--- src/rtl/tmds_pkg.sv ---
// tmds_pkg: TMDS control tokens, alignment FSM states and offset helper
package tmds_pkg;
    localparam logic [9:0] CTL_00 = 10'b1101010100;
    localparam logic [9:0] CTL_01 = 10'b0010101011;
    localparam logic [9:0] CTL_10 = 10'b0101010100;
    localparam logic [9:0] CTL_11 = 10'b1010101011;

    typedef enum logic [1:0] {SEARCH, CONFIRM, LOCKED} state_t;

    function automatic logic [3:0] next_offset(input logic [3:0] o);
        return (o == 4'd9) ? 4'd0 : o + 4'd1;
    endfunction
endpackage

--- src/rtl/tmds_symbol_decode.sv ---
// tmds_symbol_decode: combinational decode of one aligned 10-bit TMDS symbol
module tmds_symbol_decode
    import tmds_pkg::*;
(
    input  logic [9:0] i_sym,
    output logic       o_is_ctl,
    output logic       o_vde,
    output logic [1:0] o_cd,
    output logic [7:0] o_vd
);
    logic [7:0] w_d;

    always_comb begin
        w_d      = i_sym[9] ? ~i_sym[7:0] : i_sym[7:0];
        o_vd     = {w_d[7:1] ^ w_d[6:0] ^ {7{~i_sym[8]}}, w_d[0]};
        o_is_ctl = (i_sym == CTL_00) || (i_sym == CTL_01) || (i_sym == CTL_10) || (i_sym == CTL_11);
        o_cd     = (i_sym == CTL_01) ? 2'd1 : (i_sym == CTL_10) ? 2'd2 : (i_sym == CTL_11) ? 2'd3 : 2'd0;
        o_vde    = ~o_is_ctl;
    end
endmodule

--- src/rtl/tmds_decoder.sv ---
// tmds_decoder: bit-slip symbol alignment on control tokens plus TMDS symbol decode
module tmds_decoder
    import tmds_pkg::*;
#(
    parameter int LOCK_COUNT  = 16,
    parameter int SEARCH_WAIT = 4096,
    parameter int LOSS_WAIT   = 65536
) (
    input  logic       clk,
    input  logic       rst,
    input  logic [9:0] tmds_in,
    output logic [7:0] vd,
    output logic [1:0] cd,
    output logic       vde,
    output logic       locked,
    output logic [3:0] offset,
    output logic [7:0] loss_cnt
);
    localparam int CW = $clog2(LOSS_WAIT) + 1;
    localparam logic [CW-1:0] LOCK_LAST   = CW'(LOCK_COUNT - 1);
    localparam logic [CW-1:0] SEARCH_LAST = CW'(SEARCH_WAIT - 1);
    localparam logic [CW-1:0] LOSS_LAST   = CW'(LOSS_WAIT - 1);

    state_t          r_state;
    logic [CW-1:0]   r_cnt;
    logic [9:0]      r_w1, r_w2;
    logic [19:0]     w_cat;
    logic [9:0]      w_win;
    logic            w_is_ctl, w_vde, w_enter, w_drop, w_lock_next;
    logic [1:0]      w_cd;
    logic [7:0]      w_vd;

    tmds_symbol_decode u_dec (
        .i_sym    (w_win),
        .o_is_ctl (w_is_ctl),
        .o_vde    (w_vde),
        .o_cd     (w_cd),
        .o_vd     (w_vd)
    );

    // outputs follow the next lock state so the locking token is itself emitted
    always_comb begin
        w_cat       = {r_w1, r_w2};
        w_win       = w_cat[offset +: 10];
        w_enter     = (r_state == CONFIRM) && w_is_ctl && (r_cnt == LOCK_LAST);
        w_drop      = (r_state == LOCKED) && !w_is_ctl && (r_cnt == LOSS_LAST);
        w_lock_next = w_enter || ((r_state == LOCKED) && !w_drop);
    end

    always_ff @(posedge clk or posedge rst) begin
        if (rst) begin
            r_w1     <= '0;
            r_w2     <= '0;
            r_state  <= SEARCH;
            r_cnt    <= '0;
            offset   <= '0;
            loss_cnt <= '0;
            locked   <= 1'b0;
            vde      <= 1'b0;
            cd       <= '0;
            vd       <= '0;
        end else begin
            r_w1 <= tmds_in;
            r_w2 <= r_w1;
            case (r_state)
                SEARCH: begin
                    if (w_is_ctl) begin
                        r_state <= CONFIRM;
                        r_cnt   <= CW'(1);
                    end else if (r_cnt == SEARCH_LAST) begin
                        offset <= next_offset(offset);
                        r_cnt  <= '0;
                    end else begin
                        r_cnt <= r_cnt + CW'(1);
                    end
                end
                CONFIRM: begin
                    if (!w_is_ctl) begin
                        r_state <= SEARCH;
                        offset  <= next_offset(offset);
                        r_cnt   <= '0;
                    end else if (w_enter) begin
                        r_state <= LOCKED;
                        r_cnt   <= '0;
                    end else begin
                        r_cnt <= r_cnt + CW'(1);
                    end
                end
                LOCKED: begin
                    if (w_is_ctl) begin
                        r_cnt <= '0;
                    end else if (w_drop) begin
                        r_state  <= SEARCH;
                        r_cnt    <= '0;
                        loss_cnt <= (loss_cnt == 8'hFF) ? loss_cnt : loss_cnt + 8'd1;
                    end else begin
                        r_cnt <= r_cnt + CW'(1);
                    end
                end
                default: begin
                    r_state <= SEARCH;
                    r_cnt   <= '0;
                end
            endcase
            locked <= w_lock_next;
            vde    <= w_lock_next & w_vde;
            vd     <= (w_lock_next & w_vde) ? w_vd : 8'd0;
            cd     <= !w_lock_next ? 2'd0 : w_is_ctl ? w_cd : cd;
        end
    end
endmodule

--- config.mk ---
export PLATFORM = sky130hd
export DESIGN_NAME = tmds_decoder
export DESIGN_NICKNAME = d
export VERILOG_FILES = /design/src/rtl/tmds_pkg.sv /design/src/rtl/tmds_symbol_decode.sv /design/src/rtl/tmds_decoder.sv
export SDC_FILE = /design/constraint.sdc
export NUM_CORES = 1
export LEC_CHECK = 0
export CORE_MARGIN = 2
export CORE_UTILIZATION = 45
export CTS_CLUSTER_DIAMETER = 80
export DETAILED_ROUTE_END_ITERATION = 8
export PLACE_DENSITY = 0.65
export SYNTH_ARGS = -nofsm -noshare
export SYNTH_HDL_FRONTEND = slang
export SYNTH_SLANG_ARGS = --single-unit
export TNS_END_PERCENT = 50
--- constraint.sdc ---
create_clock -name clk -period 10.85 [get_ports clk]
set_input_delay 1.6275 -clock clk [delete_from_list [all_inputs] [get_ports clk]]
set_output_delay 1.6275 -clock clk [all_outputs]
set_load 0.05 [all_outputs]
After elaboration in Yosys (flattened, before gate mapping)
Cells that the tools add are included.
- bits in registers: 63
- latch bits: 0
- bits in writable memories: 0
- ROM bits: 0
- input port bits: 12
- output and inout bits: 24
- word-level logic and storage cells: 81
- memories kept: 0
- $add $sub $neg: 3
- multiply operators: 0
- div/mod/pow operators: 0
- order comparisons: 0
- eq/ne operators: 19
- shift operators: 1
- multiplexer cells: 25
- bitwise operators: 7
- reduce and logical (&&, ||, !) cells: 16
- operators with widths (operator ; count):
    $mux W17 ; 6
    $pmux W17 S3 ; 1
    $eq A10 B10 Y1 const B ; 2
    $mux W2 ; 10
    $shiftx A20 B5 Y10 ; 1
    $add A17 B1 Y17 const B ; 1
    $eq A17 B12 Y1 const B ; 1
    $eq A17 B16 Y1 const B ; 1
    $eq A17 B4 Y1 const B ; 1
    $mux W4 ; 4
    $mux W8 ; 2
    $xor A7 B7 Y7 ; 2
    $ne A2 B2 Y1 const B ; 6
    $reduce_and A4 Y1 ; 3
    $eq A10 B8 Y1 const B ; 1
    $eq A10 B9 Y1 const B ; 1
    $add A8 B1 Y8 const B ; 1
    $eq A8 B8 Y1 const B ; 1
    $not A8 Y8 ; 1
    $pmux W4 S2 ; 1
    $pmux W2 S3 ; 1
    $logic_and A1 B1 Y1 ; 5
    $add A4 B1 Y4 const B ; 1
    $eq A4 B4 Y1 const B ; 1
    other kinds (10) ; 16

Longest topological paths before layout
- depth after elaboration: 13
- depth in mapped cells: 17
- gate-level depth less buffers: 13

Cells and area by module
Synthesis repeated with hierarchy kept, for this count alone.
- cell total of the unflattened synthesis: 295
- area, all modules: 3574.7 um^2
- modules (own cells, without submodules) (module ; instances ; cells an instance ; area an instance (um^2) ; seq. area each (um^2)):
    tmds_decoder ; 1 ; 267 ; 3330.7 ; 1576.5
    tmds_symbol_decode ; 1 ; 28 ; 244.0 ; 0.0

Least setup slack after synthesis
Ideal clock, no wire load.
- path kind: flip-flop to flip-flop
- start point: register offset[2]
- end point: register r_cnt[2]
- setup time: 0.119 ns
- data arrival time: 3.600 ns
- data required time: 10.731 ns
- setup slack: 7.131 ns
- stages on the path, launching flop included: 14
- path buffers: 3
- clock period less this slack: 3.719 ns
- cell sequence: dfrtp_1 > buf_2 > inv_1 > buf_1 > mux4_2 > mux2i_1 > ha_1 > and4_1 > nand2_1 > mux2_2 > nand2_4 > mux2i_2 > buf_6 > nor2_1
- longest elaborated chain between the ends: 11
- elaborated cells on any way between the ends: 19
- classes of those cells: 4 x eq/ne; 1 x shift; 6 x mux; 8 x reduce/logical
- ends and longest elaborated chain (what ; RTL line ; source):
    start, declared ; tmds_decoder.sv:16 ; output logic [3:0] offset,
    start signal, assigned ; tmds_decoder.sv:71 ; offset <= next_offset(offset);
    start signal, assigned ; tmds_decoder.sv:80 ; offset <= next_offset(offset);
    $shiftx A20 B5 Y10 (*) ; tmds_decoder.sv:44 ; w_win = w_cat[offset +: 10];
    $eq A10 B10 Y1 or $eq A10 B8 Y1 (tied branches) ; tmds_symbol_decode.sv:16 ; o_is_ctl = (i_sym == CTL_00) || (i_sym == CTL_01) || (i_sym == CTL_10) || (i_sym == CTL_11);
    $logic_or A1 B1 Y1 (2 in a row) ; tmds_symbol_decode.sv:16 ;
    $logic_or A1 B1 Y1 (*) ; tmds_symbol_decode.sv:16 ;
    $logic_not A1 Y1 ; n/a ;
    $logic_and A1 B1 Y1 (2 in a row) ; tmds_decoder.sv:46 ; w_drop = (r_state == LOCKED) && !w_is_ctl && (r_cnt == LOSS_LAST);
    $mux W17 ; tmds_decoder.sv:92 ; end else if (w_drop) begin
    $mux W17 ; tmds_decoder.sv:90 ; if (w_is_ctl) begin
    $pmux W17 S3 (*) ; tmds_decoder.sv:65 ; case (r_state)
    end signal, assigned ; tmds_decoder.sv:74 ; r_cnt <= r_cnt + CW'(1);
    end signal, assigned ; tmds_decoder.sv:86 ; r_cnt <= r_cnt + CW'(1);
    end signal, assigned ; tmds_decoder.sv:97 ; r_cnt <= r_cnt + CW'(1);
    end, declared ; tmds_decoder.sv:25 ; logic [CW-1:0] r_cnt;
Every way passes the cells marked *; elsewhere a longest branch is shown, timed or not.
A chain may end at the register's enable or synchronous reset.

Worst setup path in the final report
- start point: register offset[0]
- end point: register r_cnt[3]
Same word-level chain as after synthesis.

==> impl_metrics.csv <==
group,metric,value,unit
routing,drt_pre_antenna_iters,4,
clocking,cts_htree_levels,3,
synth,yosysMostFrequentCell,"dfrtp_1",
final_layout,areaGrowthSynthToFinish,18.0,%
synth,ys_ff_latch,63,
synth,ys_seq_area_share,43.6,%
routing,wl_met2,3.27,mm
placement,place_hpwl,4.96,mm
global_route,first_global_vias,2370,
routing,ant_nets,0,
critical_path,critPathCaptureType,"flip-flop",
global_route,grt-ovfl-total,0,
critical_path,cp.arrival,4.49,ns
synth,synth-compound-area-share,6.34,%
clocking,cts.sinks,63,
sta,drv_slew,0,
synth,synth_edf_count,0,
placement,io_buffers,35,
critical_path,critPathLaunch,"offset[0]",
final_layout,diodes,0,
routing,wl_met1,3.68,mm
clocking,cts_buffer_depth,2,
clocking,worstSkewPairLatency,0.35,ns
pwr,pwr-share-seq,38.2,%
synth,synth_xor_area_share,8.24,%
sta,finalSetupViolations,0,
pwr,power_frac_comb,27.7,%
clocking,cts_root_buf,"clkbuf_8",
synth,synthMuxAreaShare,17.7,%
synth,synth_fp_nets,357,
routing,post-route-drc-count,0,
synth,synth_cell_types,55,
synth,yosys.area.top_type,"dfrtp_1",
critical_path,reg2reg_slack,6.55,ns
critical_path,critPathLaunchType,"flip-flop",
synth,synth.top_cell.area_share,43.6,%
synth,async_flop_share,100,%
final_layout,seqCellArea,1580,um2
synth,synth_commonest_cells,"dfrtp_1, nor2_1, nand2_1, inv_1, mux2i_1",
synth,ys.flop_type,"dfrtp_1",
routing,detail_route.wl_per_cell,15.5,um
floorplanning,core.rowCount,32,
critical_path,worstPathRequired,11.04,ns
global_route,grt_max_degree,64,
floorplanning,pin_count,36,
synth,synthCells,334,
global_route,grt_pass1_wl,12.0,mm
routing,routed_via_density,5.40,
placement,gp_congestion,0.880,
clocking,hold_buffers,0,
placement,place_ws,6.50,ns
routing,num_vias,2556,
clocking,cts_buffers,9,
pwr,clockPowerShare,34.1,%
synth,synth_area,3610,um2
routing,wl_met3,294,um
synth,yosys.area_share.adder,3.81,%
pwr,p_per_area,178,nW/um2
final_layout,nets,389,
synth,synthTopCellsByArea,"dfrtp_1, mux4_2, mux2i_1",
floorplanning,die_h,93.6,um
global_route,grt_use_total,17.8,%
floorplanning,initial_core_util,46.5,%
sta,rsz0062_at_grt,"no",
critical_path,rr_worst_depth,12,
global_route,antenna_found_initial,0,
sta,hold_violations,0,
sta,fin_crit_sh,39.6,%
sta,fmax,233,MHz
sta,slew_headroom,26.1,%
pwr,p_leak,1.84,nW
routing,wirelength,7.33,mm
synth,yosys_warnings,0,
final_layout,fillers,694,
pwr,p_sw_share,30.4,%
synth,synth_top_family_by_area,"multiplexers",
flow_run,maxCapViolations,0,
clocking,cts_resized,0,
routing,first_iter_violations,99,
floorplanning,core-area,7770,um2
critical_path,path_class,"flip-flop to flip-flop",
sta,setup_ws,6.55,ns
final_layout,drive_gt1_share,12.9,%
hold_path,hold_class,"flip-flop to flip-flop",
final_layout,multi_input_area,1860,um2
routing,highest_layer,"met4",
floorplanning,fp.dieW,93.6,um
synth,avgSynthCellArea,10.8,um2
critical_path,timing.rr.end,"r_cnt[3]",
pwr,intPower,528,uW
pwr,ir_worst_vdd,128,uV
sta,finalSetupTns,0,ns
critical_path,crit_end,"r_cnt[3]",
clocking,tritoncts,"yes",
clocking,cts.clk_slew.worst_paths,0.07,ns
status,status,"completed",
sta,worstMarginPinSlew,1.11,ns
floorplanning,dieArea,8760,um2
critical_path,cp_max_fo,29,
sta,period_needed,4.30,ns
sta,skew,0.0136,ns
synth,synthSimpleGateAreaFrac,15.4,%
pwr,power.net_switching,231,uW
critical_path,reg2reg_from,"offset[0]",
clocking,post_cts_buffers,0,
==> metrics by stage <==
step | hold WS (ns) | util, % | power, mW | std cells | cell area, um2
after floorplan | 0.381 | - | 0.461 | 334 | 3610
after global placement | 0.416 | 51.6 | 0.498 | 457 | 4010
after global routing | 0.443 | 54.9 | 0.800 | 473 | 4260
final | 0.426 | 54.9 | 0.759 | 473 | 4260
after CTS | 0.428 | 54.9 | 0.765 | 473 | 4260
after detailed placement | 0.408 | 51.6 | 0.502 | 457 | 4010
==> cells in the final DEF (no fill, tap or decap), types with 5 or more instances in the layout <==
| master | count |
|---|---|
| ha_1 | 11 |
| nor2_1 | 34 |
| nand4_1 | 5 |
| mux4_2 | 11 |
| xnor2_1 | 17 |
| inv_1 | 19 |
| dfrtp_1 | 63 |
| a21oi_1 | 5 |
| clkbuf_8 | 11 |
| xor2_1 | 17 |
| mux2_2 | 10 |
| mux2i_1 | 19 |
| nand2b_1 | 6 |
| nand3_1 | 12 |
| clkdlybuf4s50_1 | 35 |
| and3_1 | 7 |
| nand2_1 | 23 |
==> registers in the layout (all words and copies together), names as in the netlist <==
name	cells
offset	4
r_w1	10
vd	8
r_w2	10
r_state	2
loss_cnt	8
cd	2
vde	1
locked	1
r_cnt	17
==> critical path, stage by stage (launching register included) <==
cell and delay (ns):
dfrtp_1 1.08, mux4_2 0.62, and2_1 0.17, a311oi_1 0.23, a21oi_1 0.13, inv_1 0.10, ha_1 0.15, and4_1 0.23
nand2_1 0.08, mux2_2 0.35, nand2_4 0.13, mux2i_2 0.74, nor2_1 0.12
==> per-layer routing <==
layer,up-vias,global-route usage [%]
li1,1248,-
met1,1251,25.8
met2,51,25.7
met3,6,5.16
met4,0,6.04
met5,-,0
==> how the worst min path moves through the flow <==
| stage | from | to | slack, ns | cells past startpoint |
|---|---|---|---|---|
| floorplan | r_w1[2] | r_w2[2] | 0.38 | 0 |
| global placement | r_w1[8] | r_w2[8] | 0.42 | 0 |
| detailed placement | r_w1[2] | r_w2[2] | 0.41 | 0 |
| CTS | r_w1[6] | r_w2[6] | 0.43 | 0 |
| global route | r_w1[6] | r_w2[6] | 0.44 | 0 |
| finish | r_w1[6] | r_w2[6] | 0.43 | 0 |
==> final cells by class <==
type / instances / area share, %
multi-input cells: 235 / 43.7
flip-flops and latches: 63 / 37.0
repair buffers: 37 / 8.57
clock buffers: 11 / 3.55
well taps: 102 / 2.99
clock inverters: 5 / 2.44
inverters: 20 / 1.76
==> cells by family (layout without fill, tap and decap cells) <==
kind of cell / count (synthesis) / in the layout
and+or+nand+nor: 111 / 111
adders and majority gates: 11 / 11
xor gates and xnor gates: 34 / 34
buffers and inverters: 36 / 73
muxes: 46 / 46
DFF: 63 / 63
AOI/OAI and AO/OA: 33 / 33
==> power groups by stage <==
stage / registers, mW / logic [mW] / clock network (mW)
after floorplan: 0.281 / 0.180 / 0
after global placement: 0.293 / 0.205 / 0
after detailed placement: 0.294 / 0.208 / 0
after CTS: 0.290 / 0.211 / 0.264
after global routing: 0.295 / 0.231 / 0.274
final: 0.290 / 0.210 / 0.259
Note: power is estimated with default switching activity, not from simulation.
